==> src/rtl/hex_keypad_entry_pkg.sv <==
// Shared types and helpers for the hex keypad entry block.
// Covers the FSM states, column drive patterns and the PmodKYPD key map.
package hex_keypad_entry_pkg;

  typedef enum logic [1:0] {
    StScan,
    StPressDb,
    StHeld,
    StReleaseDb
  } state_e;

  localparam logic [3:0] Col0 = 4'b1110;
  localparam logic [3:0] Col1 = 4'b1101;
  localparam logic [3:0] Col2 = 4'b1011;
  localparam logic [3:0] Col3 = 4'b0111;

  function automatic logic [3:0] col_drive(input logic [1:0] idx);
    logic [3:0] drv;
    drv = Col0;
    unique case (idx)
      2'd0: drv = Col0;
      2'd1: drv = Col1;
      2'd2: drv = Col2;
      2'd3: drv = Col3;
    endcase
    return drv;
  endfunction

  // Row 0 is the top row of the keypad.
  function automatic logic [3:0] key_map(input logic [1:0] c, input logic [1:0] r);
    logic [3:0] code;
    code = 4'h0;
    unique case ({c, r})
      4'b00_00: code = 4'h1;
      4'b00_01: code = 4'h4;
      4'b00_10: code = 4'h7;
      4'b00_11: code = 4'h0;
      4'b01_00: code = 4'h2;
      4'b01_01: code = 4'h5;
      4'b01_10: code = 4'h8;
      4'b01_11: code = 4'hF;
      4'b10_00: code = 4'h3;
      4'b10_01: code = 4'h6;
      4'b10_10: code = 4'h9;
      4'b10_11: code = 4'hE;
      4'b11_00: code = 4'hA;
      4'b11_01: code = 4'hB;
      4'b11_10: code = 4'hC;
      4'b11_11: code = 4'hD;
    endcase
    return code;
  endfunction

endpackage

==> src/rtl/kp_tick_gen.sv <==
// Scan tick generator: free-running divider, tick high while the count is SCAN_DIV-1.
module kp_tick_gen #(
  parameter int unsigned SCAN_DIV = 50000
) (
  input  logic clk,
  input  logic clr,
  output logic tick
);

  localparam int unsigned CntW = $clog2(SCAN_DIV);
  localparam logic [CntW-1:0] CntLast = CntW'(SCAN_DIV - 1);

  logic [CntW-1:0] cnt_q;

  always_ff @(posedge clk or posedge clr) begin
    if (clr) begin
      cnt_q <= '0;
    end else if (cnt_q == CntLast) begin
      cnt_q <= '0;
    end else begin
      cnt_q <= cnt_q + 1'b1;
    end
  end

  assign tick = (cnt_q == CntLast);

endmodule

==> src/rtl/hex_keypad_entry.sv <==
// 4x4 hex keypad scanner with debounce; confirmed digits shift into a 16-bit entry register.
// All row decisions are taken on scan ticks from the synchronized row bus.
module hex_keypad_entry
  import hex_keypad_entry_pkg::*;
#(
  parameter int unsigned SCAN_DIV   = 50000,
  parameter int unsigned DEBOUNCE_N = 10
) (
  input  logic        clk,
  input  logic        clr,
  input  logic [3:0]  row,
  output logic [3:0]  col,
  output logic [15:0] value,
  output logic [3:0]  key_code,
  output logic        key_valid
);

  localparam int unsigned DbW = $clog2(DEBOUNCE_N + 1);
  localparam logic [DbW-1:0] DbLast = DbW'(DEBOUNCE_N - 1);

  logic        tick;
  logic [3:0]  row_m_q, row_s_q;
  state_e      state_q, state_d;
  logic [1:0]  col_idx_q, col_idx_d;
  logic [1:0]  rsel_q, rsel_d;
  logic [DbW-1:0] db_q, db_d;
  logic [3:0]  code_q, code_d;
  logic [15:0] value_q, value_d;
  logic        valid_q, valid_d;
  logic        any_low;
  logic [1:0]  low_idx;

  kp_tick_gen #(
    .SCAN_DIV(SCAN_DIV)
  ) u_tick (
    .clk  (clk),
    .clr  (clr),
    .tick (tick)
  );

  always_comb begin
    low_idx = 2'd0;
    for (int i = 3; i >= 0; i--) begin
      if (!row_s_q[i]) low_idx = 2'(i);
    end
  end

  assign any_low = (row_s_q != 4'hF);

  always_comb begin
    state_d   = state_q;
    col_idx_d = col_idx_q;
    rsel_d    = rsel_q;
    db_d      = db_q;
    code_d    = code_q;
    value_d   = value_q;
    valid_d   = 1'b0;
    if (tick) begin
      unique case (state_q)
        StScan: begin
          if (!any_low) begin
            col_idx_d = col_idx_q + 2'd1;
          end else begin
            rsel_d  = low_idx;
            db_d    = DbW'(1);
            state_d = StPressDb;
          end
        end
        StPressDb: begin
          if (any_low && (low_idx == rsel_q)) begin
            if (db_q == DbLast) begin
              code_d  = key_map(col_idx_q, rsel_q);
              value_d = {value_q[11:0], key_map(col_idx_q, rsel_q)};
              valid_d = 1'b1;
              state_d = StHeld;
            end else begin
              db_d = db_q + 1'b1;
            end
          end else begin
            col_idx_d = col_idx_q + 2'd1;
            state_d   = StScan;
          end
        end
        StHeld: begin
          if (!any_low) begin
            db_d    = DbW'(1);
            state_d = StReleaseDb;
          end
        end
        StReleaseDb: begin
          if (any_low) begin
            state_d = StHeld;
          end else if (db_q == DbLast) begin
            col_idx_d = col_idx_q + 2'd1;
            state_d   = StScan;
          end else begin
            db_d = db_q + 1'b1;
          end
        end
        default: state_d = StScan;
      endcase
    end
  end

  always_ff @(posedge clk or posedge clr) begin
    if (clr) begin
      row_m_q   <= 4'hF;
      row_s_q   <= 4'hF;
      state_q   <= StScan;
      col_idx_q <= 2'd0;
      rsel_q    <= 2'd0;
      db_q      <= '0;
      code_q    <= 4'h0;
      value_q   <= 16'h0000;
      valid_q   <= 1'b0;
    end else begin
      row_m_q   <= row;
      row_s_q   <= row_m_q;
      state_q   <= state_d;
      col_idx_q <= col_idx_d;
      rsel_q    <= rsel_d;
      db_q      <= db_d;
      code_q    <= code_d;
      value_q   <= value_d;
      valid_q   <= valid_d;
    end
  end

  assign col       = col_drive(col_idx_q);
  assign value     = value_q;
  assign key_code  = code_q;
  assign key_valid = valid_q;

endmodule

==> config.mk <==
export PLATFORM = sky130hd
export DESIGN_NAME = hex_keypad_entry
export DESIGN_NICKNAME = d
export VERILOG_FILES = /design/src/rtl/hex_keypad_entry_pkg.sv /design/src/rtl/kp_tick_gen.sv /design/src/rtl/hex_keypad_entry.sv
export SDC_FILE = /design/constraint.sdc
export NUM_CORES = 1
export LEC_CHECK = 0
export CORE_MARGIN = 4
export CORE_UTILIZATION = 45
export DETAILED_ROUTE_END_ITERATION = 7
export PLACE_DENSITY = 0.75
export SKIP_CTS_REPAIR_TIMING = 1
export SYNTH_ARGS = -nofsm -noshare
export SYNTH_HDL_FRONTEND = slang
export SYNTH_SLANG_ARGS = --single-unit
==> constraint.sdc <==
create_clock -name clk -period 2.35 [get_ports clk]
set_input_delay 0.235 -clock clk [delete_from_list [all_inputs] [get_ports clk]]
set_output_delay 0.235 -clock clk [all_outputs]
set_load 0.1 [all_outputs]
======== Word-level counts from Yosys, hierarchy flattened ========
Memory sizes are Yosys's and may differ from the RTL's. A register that Yosys moved wholly into a read port is not among the register bits.
Index checks and enable logic that the tools add are counted.
Widths: inputs -> output; s select.
operators by class
  muxes and demuxes ....................... 28
  equality and inequality tests ........... 19
  reductions and logical operators ........ 9
  add/subtract/negate cells ............... 3
operators by type and width
  operator               number
  $pmux 4 s4             2
  $mux 2                 14
  $mux 4                 5
  $add 16x1->16 const B  1
  $eq 16x16->1 const B   1
  $mux 16                1
  $ne 2x2->1 const B     7
  $reduce_and 5->1       2
  $eq 2x2->1 const B     4
  $pmux 2 s4             1
  $ne 3x3->1 const B     2
  $pmux 2 s3             1
  $reduce_and 6->1       1
  $add 4x1->4 const B    1
  $eq 2x1->1 const B     2
  $eq 4x4->1 const B     1
  $logic_not 2->1        2
  $mux 1                 4
  $ne 4x4->1 const B     1
  $reduce_and 4->1       1
  $reduce_and 3->1       1
  $reduce_bool 3->1      1
  $add 2x1->2 const B    1
  $eq 2x2->1             1
  $logic_and 1x1->1      1
word-level totals
  logic and storage cells ................. 70
  output and inout bits ................... 25
  memories ................................ 2
  flip-flop bits (word level) ............. 51
  input bits .............................. 6
  memory bits (read-only) ................. 128
memories
  memory            words  bits a word  read ports  clocked after memory_dff  write ports  line                        RTL
  (name not given)  16     4            1           1                         0            hex_keypad_entry_pkg.sv:33  unique case ({c, r})
  (name not given)  16     4            1           1                         0            hex_keypad_entry_pkg.sv:33

======== Depth between registers and ports, before layout ========
  depth in word-level cells ............... 9
  gate-level depth with buffers ........... 7
  depth with buffers taken out ............ 7

======== Modules after synthesis ========
From an unflattened synthesis, not the netlist that was laid out.
unflattened totals
  cell total of the unflattened synthesis .. 215
  area, all modules ....................... 2476.1 µm²
by module, submodules not included
  module            cells each  area an instance (µm²)  instances  sequential area each (µm²)
  hex_keypad_entry  145         1690.4                  1          885.8
  kp_tick_gen       70          785.8                   1          400.4

======== Worst setup path before layout ========
No wires, ideal clock.
  path kind ............................... flip-flop to flip-flop
  from .................................... register u_tick.cnt_q[7]
  to ...................................... register db_q[0]
  arrival ................................. 2.199 ns
  data required time ...................... 2.225 ns
  cell stages (with the launch flop) ...... 6
  period minus slack after synthesis ...... 2.324 ns
  setup slack ............................. 0.026 ns
  cell sequence ........................... dfrtp_1 or4b_4 or4_4 nand3b_4 or2_4 mux2_4
between the ends
  word-level cells in the longest chain between the ends .. 2
RTL lines
  element                            line                     RTL
  from (decl)                        kp_tick_gen.sv:13        logic [CntW-1:0] cnt_q;
  from (signal assigned)             kp_tick_gen.sv:21        cnt_q <= cnt_q + 1'b1;
  $eq 16x16->1                       kp_tick_gen.sv:25        assign tick = (cnt_q == CntLast);
  $reduce_and 5->1 (no source line)  -
  to (signal assigned)               hex_keypad_entry.sv:112  db_q <= '0;
  to (signal assigned)               hex_keypad_entry.sv:122  db_q <= db_d;
  to (decl)                          hex_keypad_entry.sv:26   logic [DbW-1:0] db_q, db_d;
Every way passes these cells.
A chain may end at the register's enable or synchronous reset.

======== Final worst setup path ========
  from .................................... register u_tick.cnt_q[13]
  to ...................................... register db_q[0]
Same word-level chain as after synthesis.

==> Implementation_results.wiki <==
{| class="wikitable"
! Metric !! Value
|-
| Slew at the pin closest to its max-slew limit || 0.617 ns
|-
| Worst EP required || 2.54 ns
|-
| Iteration count of the initial detailed-routing pass || 4
|-
| Multi-input gate area || 0.00109 mm^2
|-
| CP Data Arrival Time || 2.47 ns
|-
| Critical path startpoint category || flip-flop
|-
| Wire length of the first global-routing pass || 7.20 mm
|-
| Maximum number of pins on one net before global-route repair || 52
|-
| Share of the synthesized area in compound gates (AO/OA/AOI/OAI) || 0.0543
|-
| Global placement routability congestion || 0.805
|-
| Leakage power summed over all cells || 0.00144 uW
|-
| Final-layout setup total negative slack || 0 ns
|-
| HPWL after detailed placement || approximately 3.2 mm
|-
| # diodes || 0
|-
| Max_slew headroom || 0.589
|-
| Final Max Slew Viols || 0
|-
| Max Buffers Root-to-Sink || 2
|-
| Number of port buffers || 30
|-
| Clock insertion delay at the later pin of the skew report || 0.30 ns
|-
| Area contributors post-synth || dfrtp_1, dfstp_2, mux2_2, ha_1, xor2_1
|-
| Min Tclk post-route || 2.28 ns
|-
| Adder-cell area share of the yosys netlist || 0.0498
|-
| RSZ-0062 raised after global routing || false
|-
| GRT busiest layer || met2
|-
| Sequential standard cell area || 0.00129 mm^2
|-
| Number of enable-type register cells in the synthesized netlist || 0
|-
| Post-synthesis sequential area ratio || 0.512
|-
| Total DRC errors in the routed layout || 0
|-
| Max capacitance violation total || 0
|-
| Met3 Track Usage GR || 0.0401
|-
| Cell area after technology mapping || 0.00251 mm^2
|-
| Vias per std cell || between 5 and 6
|-
| Net Sw Frac || 0.201
|-
| Vias after detailed routing || 1,676
|-
| Met1 routing resource usage after global routing || 0.174
|-
| # placed instances || 324
|-
| Yosys top cell by area || dfrtp_1
|-
| Cell variety after synth || 46
|-
| Number of global-route vias before repair || 1,556
|-
| Starting density of the core || 0.477
|-
| Initial antenna violation count || 0
|-
| Post-route core utilization || 0.563
|-
| Share of the clock period used by the worst path after layout || 0.972
|-
| Inserted Clock Buffers || 5
|-
| ANT nets after route || 0
|-
| Flop and latch count out of synthesis || between 50 and 60
|-
| Layout overhead on the synthesized area || 18.1%
|-
| Switch Pwr || around 310 uW
|-
| Average cell area after synthesis || 11.4 um^2
|-
| WL final || approximately 4.3 mm
|-
| Die footprint || roughly 0.0068 mm^2
|-
| Filler-free cell count of the finished design || approximately 330
|-
| Sort of element at the end of the critical path || flip-flop
|-
| Maximum vdd ir drop || 0.000467 V
|-
| Most common cell in the netlist || dfrtp_1
|-
| Crit path max fanout || 4
|-
| Placeable Area || ~0.0053 mm^2
|-
| Grt met2 use || 0.233
|-
| Most common flop cell mapped by yosys || dfrtp_1
|-
| Path category of the worst min-delay check || in -> reg
|-
| Pwr/cell area || slightly above 500 mW/mm^2
|-
| Run status || finished clean
|-
| Top cell type's share of synthesized area || 0.428
|-
| Seq pwr share || 0.586
|-
| Post-synthesis xor/xnor area fraction || 0.0557
|-
| Final hold violation count || 0
|-
| Final Worst Setup Slack || 0.0664 ns
|-
| Remaining global-route overflow || 0
|-
| Setup slack at placement || between 0.07 and 0.08 ns
|-
| Internal power summed over all cells || between 1000 and 1500 uW
|-
| Mux contribution to synthesized area || 0.0861
|-
| Die height || 82.7 um
|-
| CTS tree || done
|-
| Drt initial violations || 46
|-
| Final routed wire length divided by cell count || 13.0 um
|-
| Share of async-settable or async-resettable flops after synthesis || 1.00
|-
| Number of instances in the synthesized netlist || 221
|-
| Kind of critical path || reg -> reg
|-
| Ys Warns || 0
|-
| Top achievable clock speed || 438 MHz
|-
| Post-Synth Simple-Gate Area || 0.189
|-
| Aggregate global-route resource usage || 0.141
|-
| Combinational cell fraction of total power || 0.021
|-
| Root buf cell || clkbuf_8
|-
| Clock Sinks || 51
|-
| Die Wd || 82.7 um
|-
| Ratio of cells with drive above 1 in the final layout || 0.313
|-
| Top cells by instance count after synthesis || dfrtp_1, nor2_1, mux2_2, inv_1
|-
| Part of the total power dissipated in the clock network || 0.392
|-
| Post-synth net total || ~240
|-
| Count of boundary I/O pins || 31
|-
| Number of nets at the end of the flow || approximately 280
|-
| Fill cell total of the finished layout || around 460
|-
| Combinational family with the most area after synthesis || simple AND/OR/NAND/NOR gates
|-
| Core Rows || 26
|-
| Number of H-tree levels || 2
|-
| Final setup skew || approximately 0.0079 ns
|-
| Count of endpoints failing setup in the final report || 0
|-
| Clock slew at reported path FFs || 0.09 ns
|}
-- power groups by stage --
stage / Combinational [uW] / Clock (uW) / Sequential, uW
floorplan: 18.4 / 0 / 910
global placement: 33.5 / 0 / 912
detailed placement: 33.9 / 0 / 912
CTS: 33.8 / 614 / 895
global route: 37.2 / 654 / 896
finish: 32.1 / 599 / 895
-- registers in the layout, indices dropped and copies added (netlist names) --
name / cells
col_idx_q: 2
db_q: 4
key_valid: 1
row_m_q: 4
row_s_q: 4
rsel_q: 2
state_q: 2
u_tick.cnt_q: 16
value: 16
-- cell usage in the layout (no fill, tap or decap), drive strengths merged, types with 4 or more instances in the layout --
cell / netlist / layout
nor3: 8 / 8
nand2: 13 / 13
o21ai: 10 / 10
ha: 10 / 10
inv: 14 / 14
buf: 6 / 37
xnor2: 5 / 5
xor2: 11 / 11
dfstp: 8 / 8
nand3: 14 / 14
clkdlybuf4s50: 0 / 5
mux2: 18 / 18
dfrtp: 43 / 43
nor2: 18 / 18
nand4: 4 / 4
a21oi: 6 / 6
clkbuf: 2 / 6
-- metal layers --
metal / vias to the layer above / share of wire
met5: - / 0
met4: 0 / 0.011
met3: 4 / 0.059
met2: 40 / 0.47
met1: 789 / 0.46
li1: 843 / -
-- stage by stage --
step | hold WS, ns | area [um^2] | power (uW)
2_1_floorplan | 0.239 | 2510 | 928
3_3_place_gp | 0.347 | 2860 | 945
3_5_place_dp | 0.347 | 2860 | 945
4_1_cts | 0.322 | 2970 | 1540
5_1_grt | 0.309 | 2970 | 1590
6_report | 0.332 | 2970 | 1530
-- critical path: stages, from the launching register on --
cell and delay, ns:
dfrtp_1 0.43, or4b_4 0.52, or4_4 0.49, nand3b_4 0.18, or2_4 0.26, mux2_4 0.29
-- cells by family after synthesis --
kind of cell,Yosys count
adders and majority gates,10
and+or+nand+nor,79
xor gates and xnor gates,16
muxes,19
DFF,51
buffers and inverters,23
AOI/OAI and AO/OA,23
-- final timing paths --
check                      slack [ns]  cells past startpoint        startpoint              end
min in group asynchronous        0.41                      3               clr  u_tick.cnt_q[6]
hold / removal                   0.33                      1            row[3]       row_m_q[3]
setup reg to reg                 0.07                      5  u_tick.cnt_q[13]          db_q[0]
setup / recovery                 0.07                      5  u_tick.cnt_q[13]          db_q[0]
hold reg to reg                  0.36                      0        row_m_q[1]       row_s_q[1]
max in group asynchronous        1.53                      3               clr        rsel_q[1]
-- final cells by class --
type / count / area share
clock buffers: 6 / 0.0244
clock inverters: 2 / 0.0126
inverters: 14 / 0.0177
multi-input cells: 147 / 0.368
flip-flops and latches: 51 / 0.433
well taps: 70 / 0.0295
repair buffers: 42 / 0.115
Note: power is estimated with default switching activity, not from simulation.
